===== config.mk =====
export PLATFORM = sky130hd
export DESIGN_NAME = sad_cs_resolve_accum_flat
export DESIGN_NICKNAME = d
export VERILOG_FILES = /design/src/rtl/sad_cs_resolve_accum_if.sv /design/src/rtl/sad_cs_resolve_accum.sv /design/src/flat_wrapper.sv
export SDC_FILE = /design/constraint.sdc
export NUM_CORES = 1
export LEC_CHECK = 0
export BUFFER_PORTS_ARGS = -buffer_cell sky130_fd_sc_hd__buf_2
export CAP_MARGIN = 5
export CORE_MARGIN = 5
export CORE_UTILIZATION = 59
export CTS_CLUSTER_SIZE = 8
export DETAILED_ROUTE_END_ITERATION = 6
export MAX_ROUTING_LAYER = met4
export PLACE_DENSITY = 0.86
export SETUP_SLACK_MARGIN = 0.5
export SKIP_CTS_REPAIR_TIMING = 1
export SLEW_MARGIN = 20
export SYNTH_ARGS = -nofsm -noshare
export SYNTH_HDL_FRONTEND = slang
export SYNTH_SLANG_ARGS = --single-unit

===== constraint.sdc =====
create_clock -name clk -period 5.29 [get_ports clk]
set_clock_uncertainty 0.2 [all_clocks]
set_input_delay 0.2645 -clock clk [delete_from_list [all_inputs] [get_ports clk]]
set_output_delay 0.2645 -clock clk [all_outputs]
set_load 0.05 [all_outputs]

===== src/rtl/sad_cs_resolve_accum_if.sv =====
// Bus bundle for the carry-save resolve/accumulate block: the row-beat
// input from the compressor tree and the block-SAD result output.
interface sad_cs_resolve_accum_if #(
  parameter int W_IN  = 12,
  parameter int W_OUT = 20,
  parameter int W_CNT = 5
);
  logic             in_valid;
  logic             in_ready;
  logic [W_IN-1:0]  cs_sum;
  logic [W_IN-1:0]  cs_carry;
  logic             flush;
  logic             sad_valid;
  logic             sad_ready;
  logic [W_OUT-1:0] sad_out;
  logic             sad_overflow;
  logic [W_CNT-1:0] rows_out;

  // The accumulator block sits on this side of the bus.
  modport slave (
    input  in_valid, cs_sum, cs_carry, flush, sad_ready,
    output in_ready, sad_valid, sad_out, sad_overflow, rows_out
  );

  // Compressor tree / comparator side of the bus.
  modport master (
    output in_valid, cs_sum, cs_carry, flush, sad_ready,
    input  in_ready, sad_valid, sad_out, sad_overflow, rows_out
  );
endinterface


===== src/rtl/sad_cs_resolve_accum.sv =====
// Sink of the SAD carry-save compressor tree: resolves each redundant row
// (sum + 2*carry) to binary, accumulates a block of rows with saturation,
// and hands the block SAD to the best-SAD comparator over valid/ready.
module sad_cs_resolve_accum #(
  parameter int W_IN      = 12,
  parameter int ROW_COUNT = 16,
  parameter int W_OUT     = 20,
  parameter int W_CNT     = 5
) (
  input  logic                   clk,
  input  logic                   rst_n,
  sad_cs_resolve_accum_if.slave  bus
);

  typedef enum logic {ACCUM, HOLD} state_t;

  // Row value carries two extra bits so sum + 2*carry never truncates;
  // the adder is one bit wider than the larger operand to expose overflow.
  localparam int W_ROW = W_IN + 2;
  localparam int W_SUM = ((W_OUT > W_ROW) ? W_OUT : W_ROW) + 1;
  localparam logic [W_SUM-1:0] MAX_SUM = {{(W_SUM-W_OUT){1'b0}}, {W_OUT{1'b1}}};

  state_t           state_q, state_d;
  logic [W_OUT-1:0] acc_q, acc_d;
  logic [W_CNT-1:0] cnt_q, cnt_d;
  logic             ovf_q, ovf_d;
  logic             ready_q;

  logic [W_ROW-1:0] rowVal;
  logic [W_SUM-1:0] sumExt;
  logic             overRange;
  logic             accept;
  logic             holding;
  logic [W_CNT-1:0] cntInc;

  assign rowVal    = {2'b00, bus.cs_sum} + {1'b0, bus.cs_carry, 1'b0};
  assign sumExt    = {{(W_SUM-W_OUT){1'b0}}, acc_q} + {{(W_SUM-W_ROW){1'b0}}, rowVal};
  assign overRange = (sumExt > MAX_SUM);
  assign cntInc    = cnt_q + W_CNT'(1);

  // ready_q is only ever high while in ACCUM, so it alone qualifies a beat;
  // being a register it also keeps in_ready low until the first edge after reset.
  assign accept  = bus.in_valid && ready_q;
  assign holding = (state_q == HOLD);

  // Next-state logic: accumulate accepted beats, close the block on the
  // last row or a meaningful flush, and clear everything on the result handshake.
  always_comb begin
    state_d = state_q;
    acc_d   = acc_q;
    cnt_d   = cnt_q;
    ovf_d   = ovf_q;
    case (state_q)
      ACCUM: begin
        if (accept) begin
          acc_d = overRange ? {W_OUT{1'b1}} : sumExt[W_OUT-1:0];
          ovf_d = ovf_q | overRange;
          cnt_d = cntInc;
          if (cntInc == W_CNT'(ROW_COUNT)) begin
            state_d = HOLD;
          end
        end
        if (bus.flush && ((cnt_q != '0) || accept)) begin
          state_d = HOLD;
        end
      end
      HOLD: begin
        if (bus.sad_ready) begin
          acc_d   = '0;
          cnt_d   = '0;
          ovf_d   = 1'b0;
          state_d = ACCUM;
        end
      end
      default: begin
        state_d = ACCUM;
      end
    endcase
  end

  // State and datapath registers; reset discards any partial block at once.
  always_ff @(posedge clk or negedge rst_n) begin
    if (!rst_n) begin
      state_q <= ACCUM;
      acc_q   <= '0;
      cnt_q   <= '0;
      ovf_q   <= 1'b0;
      ready_q <= 1'b0;
    end else begin
      state_q <= state_d;
      acc_q   <= acc_d;
      cnt_q   <= cnt_d;
      ovf_q   <= ovf_d;
      ready_q <= (state_d == ACCUM);
    end
  end

  // The result fields are forced to zero outside HOLD so nothing stale leaks out.
  assign bus.in_ready     = ready_q;
  assign bus.sad_valid    = holding;
  assign bus.sad_out      = holding ? acc_q : '0;
  assign bus.rows_out     = holding ? cnt_q : '0;
  assign bus.sad_overflow = holding & ovf_q;

endmodule


===== src/flat_wrapper.sv =====
// flat-port wrapper written by rule: the top's interface ports become plain ports
module sad_cs_resolve_accum_flat 
#(
  parameter int W_IN      = 12,
  parameter int ROW_COUNT = 16,
  parameter int W_OUT     = 20,
  parameter int W_CNT     = 5
)
  (clk, rst_n, bus_in_valid, bus_cs_sum, bus_cs_carry, bus_flush, bus_sad_ready, bus_in_ready, bus_sad_valid, bus_sad_out, bus_sad_overflow, bus_rows_out);
  sad_cs_resolve_accum_if #(.W_IN(W_IN), .W_OUT(W_OUT), .W_CNT(W_CNT)) bus_i ();
  input  logic clk;
  input  logic rst_n;
  input wire logic [$bits(bus_i.in_valid)-1:0] bus_in_valid;
  input wire logic [$bits(bus_i.cs_sum)-1:0] bus_cs_sum;
  input wire logic [$bits(bus_i.cs_carry)-1:0] bus_cs_carry;
  input wire logic [$bits(bus_i.flush)-1:0] bus_flush;
  input wire logic [$bits(bus_i.sad_ready)-1:0] bus_sad_ready;
  output wire logic [$bits(bus_i.in_ready)-1:0] bus_in_ready;
  output wire logic [$bits(bus_i.sad_valid)-1:0] bus_sad_valid;
  output wire logic [$bits(bus_i.sad_out)-1:0] bus_sad_out;
  output wire logic [$bits(bus_i.sad_overflow)-1:0] bus_sad_overflow;
  output wire logic [$bits(bus_i.rows_out)-1:0] bus_rows_out;
  assign bus_i.in_valid = bus_in_valid;
  assign bus_i.cs_sum = bus_cs_sum;
  assign bus_i.cs_carry = bus_cs_carry;
  assign bus_i.flush = bus_flush;
  assign bus_i.sad_ready = bus_sad_ready;
  assign bus_in_ready = bus_i.in_ready;
  assign bus_sad_valid = bus_i.sad_valid;
  assign bus_sad_out = bus_i.sad_out;
  assign bus_sad_overflow = bus_i.sad_overflow;
  assign bus_rows_out = bus_i.rows_out;
  sad_cs_resolve_accum #(.W_IN(W_IN), .ROW_COUNT(ROW_COUNT), .W_OUT(W_OUT), .W_CNT(W_CNT)) u_core (.clk(clk), .rst_n(rst_n), .bus(bus_i));
endmodule

Word level (Yosys, flattened, before mapping). Index checks and enable logic that the tools add are counted.

Logic and storage cells: 38. Bits in registers: 28. Bits of input ports: 29. Output and inout port bits: 28.

Add/subtract/negate cells: 3. Bitwise operators: 4. Muxes and demuxes: 17. Equal/unequal tests: 3. Order comparisons: 1. Reduce and logical (&&, ||, !) cells: 5.

Operators with widths (count): 20-bit 2-to-1 mux (4); 20-bit case mux with 2 select lines (1); 20-bit by 14-bit adder with 21-bit output (1); 21-bit by 20-bit greater-than comparator with 1-bit output, second input constant (1); 5-bit 2-to-1 mux (3); 12-bit by 13-bit adder with 14-bit output (1); 5-bit case mux with 2 select lines (1); 1-bit 2-to-1 mux (6); 5-bit by 1-bit adder with 5-bit output, second input constant (1); 5-bit == test, second input constant (1); 5-bit nonzero test (1); 1-bit case mux with 2 select lines (2); 1-bit logical AND (2); 2-bit by 1-bit inequality test with 1-bit output, second input constant (1); 2-bit inequality test, second input constant (1); 1-bit NOT (2); 2-bit AND reduction (1); 1-bit AND (1); 1-bit logical OR (1); 1-bit bitwise OR (1).

Depth between registers and ports, before layout.
Depth in word-level cells: 7. Gate-level depth with buffers: 9. Mapped depth without buffers: 9.

Worst setup path before layout. No wires, ideal clock.

Kind: reg2reg. Start point: register u_core.acc_q[1]. End point: register u_core.acc_q[19]. Required time: 4964 ps. Path slack: 2418 ps. Period minus slack after synthesis: 2872 ps. Data arrival time: 2546 ps. Buffers on the path: 0. Cell stages (with the launch flop): 10. Setup time: 126 ps. Path through: dfrtp_1 fa_1 ha_1 fa_1 a41o_1 a21o_1 a211oi_2 o21ai_0 mux2i_1 nand3_2.

Cells in the longest elaborated chain, start to end: 5.

Ends and longest elaborated chain: start: declaration (line sad_cs_resolve_accum.sv:24) `logic [W_OUT-1:0] acc_q, acc_d;`; start signal: assignment (line sad_cs_resolve_accum.sv:85) `acc_q <= '0;`; start signal: assignment (line sad_cs_resolve_accum.sv:91) `acc_q <= acc_d;`; 20-bit by 14-bit adder with 21-bit output * (line sad_cs_resolve_accum.sv:37) `assign sumExt = {{(W_SUM-W_OUT){1'b0}}, acc_q} + {{(W_SUM-W_ROW){1'b0}}, rowVal};`; 21-bit by 20-bit greater-than comparator with 1-bit output (line sad_cs_resolve_accum.sv:38) `assign overRange = (sumExt > MAX_SUM);`; 20-bit 2-to-1 mux * (line sad_cs_resolve_accum.sv:56) `acc_d = overRange ? {W_OUT{1'b1}} : sumExt[W_OUT-1:0];`; 20-bit 2-to-1 mux * (line sad_cs_resolve_accum.sv:55) `if (accept) begin`; 20-bit case mux with 2 select lines * (line sad_cs_resolve_accum.sv:53) `case (state_q)`.

Mark *: on every way between the ends. The rest lies on a longest branch, timed or not. The select of a mux whose other input is x is not followed. A chain may end at the register's enable or synchronous reset.

Worst setup path in the final report.
Start point: register u_core.acc_q[1]. End point: register u_core.acc_q[17].

The elaborated chain is that of the path after synthesis.

==> out/metrics.cfg <==
[setup_path]
critPathMaxFanout=4
critical-path-top-delay-family=adder cells
cp.arrival_ns=3.16
crit_type=flop to flop
cp_cell_sequence=fa_1 > ha_1 > fa_1 > a41o_1 > a211oi_1 > o21ai_0 > a21oi_1 > mux2i_1 > nand3_2
timing.critical_path.from=u_core.acc_q[1]
cp_common_cell=fa_1
r2r-start=u_core.acc_q[1]
path_buf_inv=0
required_ns=5.25
end_kind=flop
start_kind=flop
max_stage_delay_ns=0.46
slowest_stage=fa_1

[cts]
clock-root-buffer=clkbuf_8
clockBufferDepth=2
insertion_delay_ns=0.28
cts-htree-levels=1
cts_tree=done
clkTransAtPathRegs_ns=0.10
clkSinkCount=28
cts_buffers=3

[power]
p_comb_frac=0.630
max-vdd-ir-drop_mv=0.251
power-per-cell-area_mw_per_mm2=508
leakagePower_uw=0.00149
p_sw_uw=745
p_sw_frac=0.514
seqPwrFrac=0.249
power.total_uw=1450
power.share.clock=0.121
intPower_uw=704

[synth]
synth_ff_type=dfrtp_1
ys_seq_elements=28
syn_area_per_cell_sq_um=9.10
synth_warnings=0
synthXorXnorAreaFrac=0.0423
yosys.area.top_type_share=0.282
netlist_area_sq_mm=0.00248
synth_commonest_cells=and2_1 (31), nand2_1 (29), dfrtp_1 (28)
synthMuxAreaShare=0.0121
synth-edff-count=0
synth_top_family_by_area=simple AND/OR/NAND/NOR gates
synth.most_common_cell=and2_1
synth_area_leaders=dfrtp_1 (28%), fa_1 (9.7%), ha_1 (9.1%)
synthSimpleGateAreaFrac=0.249
synth.distinct_cells=45
syn_nets=332
syn_inst=273
synthArstFlopShare=1.00
yosys.area.top_type=dfrtp_1
synth_adder_area_share=0.187
synth_compound_area_frac=0.193
synth_seq_area_share=0.282

[route]
final_antenna_net_count=0
routedWlPerCell_um=16.2
route.detailed.drc=0
firstDrtPassIters=4
initialDrtViolationCount=171
vias=2248
finalWirelength_um=6020
viasPerCell=6.04

[hold_path]
min-delay-start=bus_flush
min_path_type=primary input to flop

[timing]
slew_viol_final=0
tightest_slew_ns=1.07
min_period_over_period=0.605
setup_viol=0
finalCriticalPeriod_ns=3.20
relSlewSlack=0.286
fmax_mhz=312
holdWs_ns=0.130
fin_setup_tns_ns=0
hold_violations=0
rsz0062_at_grt=false

[grt]
grt_use_total=0.233
grt_max_degree=33
grt_pass1_vias=2280
grt_overflow=0
antenna_found_initial=0
grt_pass1_wl_um=9940

[layout]
nNetsFinal=382
drive_above_1_share=0.233
post-route-cell-area_sq_mm=0.00285
area_growth_pct=14.7
fin_util=0.707
multi_input_area_sq_mm=0.00170
diodes=0
seq_area_sq_um=701
fillers=318

[placed_design]
numPortBuffers=56
place_area_sq_mm=0.00277
dp_hpwl_um=4420
gp_congestion=0.809

[die]
start_util=0.617
fp-row-count=23
core_area_sq_mm=0.00403
dieArea_sq_mm=0.00561
die_height_um=74.9
boundaryPins=57
die_w_um=74.9

[flow_run]
drv_cap=0

[status]
status=finished clean

registers in the layout (all words and copies together) (netlist names):
signal / flops
u_core.ovf_q: 1
u_core.cnt_q: 5
u_core.bus.in_ready: 1
u_core.acc_q: 20
u_core.bus.sad_valid: 1
metal layers:
metal / vias to the layer above / global-route usage / wire length [um]
met1: 1096 / 0.266 / 2400
met4: 0 / 0.0731 / 78
li1: 1077 / - / -
met3: 9 / 0.0307 / 348
met5: - / - / 0
met2: 66 / 0.419 / 3190
final timing paths:
path | end | slack [ns] | depth (start not counted)
worst min-delay path | u_core.bus.in_ready | 0.13 | 4
worst min register to register | u_core.ovf_q | 0.33 | 2
worst max-delay path | u_core.acc_q[17] | 2.09 | 9
worst max register to register | u_core.acc_q[17] | 2.09 | 9
min in group asynchronous | u_core.cnt_q[3] | 0.32 | 2
max in group asynchronous | u_core.bus.in_ready | 4.15 | 2
cell families after synthesis:
kind of cell	after synthesis
multiplexers	3
XOR/XNOR	12
buffers and inverters	18
adder cells (fa/ha/maj)	30
AO/OA/AOI/OAI	68
AND/OR/NAND/NOR	114
flip-flops	28
stage by stage:
step	cells	setup slack (ns)
detailed placement	367	2.17
CTS	371	2.12
global route	372	1.97
floorplan	273	2.42
finish	372	2.09
global placement	367	2.24
final cells by class:
class / count / share of cell area
inverters: 5 / 0.00658
clock inverters: 1 / 0.0105
clock buffers: 3 / 0.0145
multi-input cells: 227 / 0.596
repair buffers: 58 / 0.104
well taps: 50 / 0.0219
flip-flops and latches: 28 / 0.246
power groups by stage:
stage	clock network, uW	logic (uW)	registers, uW
2_1_floorplan	0	712	346
3_3_place_gp	0	875	359
3_5_place_dp	0	904	362
4_1_cts	178	913	358
5_1_grt	184	1000	371
6_report	176	912	361
worst min-delay path: stages:
cell,delay [ns]
buf_2,0.09
a21oi_1,0.05
o21ai_0,0.11
nand2_1,0.06
cell usage in the layout, fill, tap and decap left out, drive strengths merged, types with 3 or more instances in the layout:
master   n
buf     57
and2    31
nand2   29
dfrtp   28
nand3   24
ha      18
a21oi   18
o21ai   16
nor2    13
fa      12
o211ai   9
xnor2    7
a21o     6
inv      5
xor2     5
nand4    4
nand2b   3
mux2i    3
a21boi   3
clkbuf   3
a211oi   3
Power figures use the tool's default switching activity.
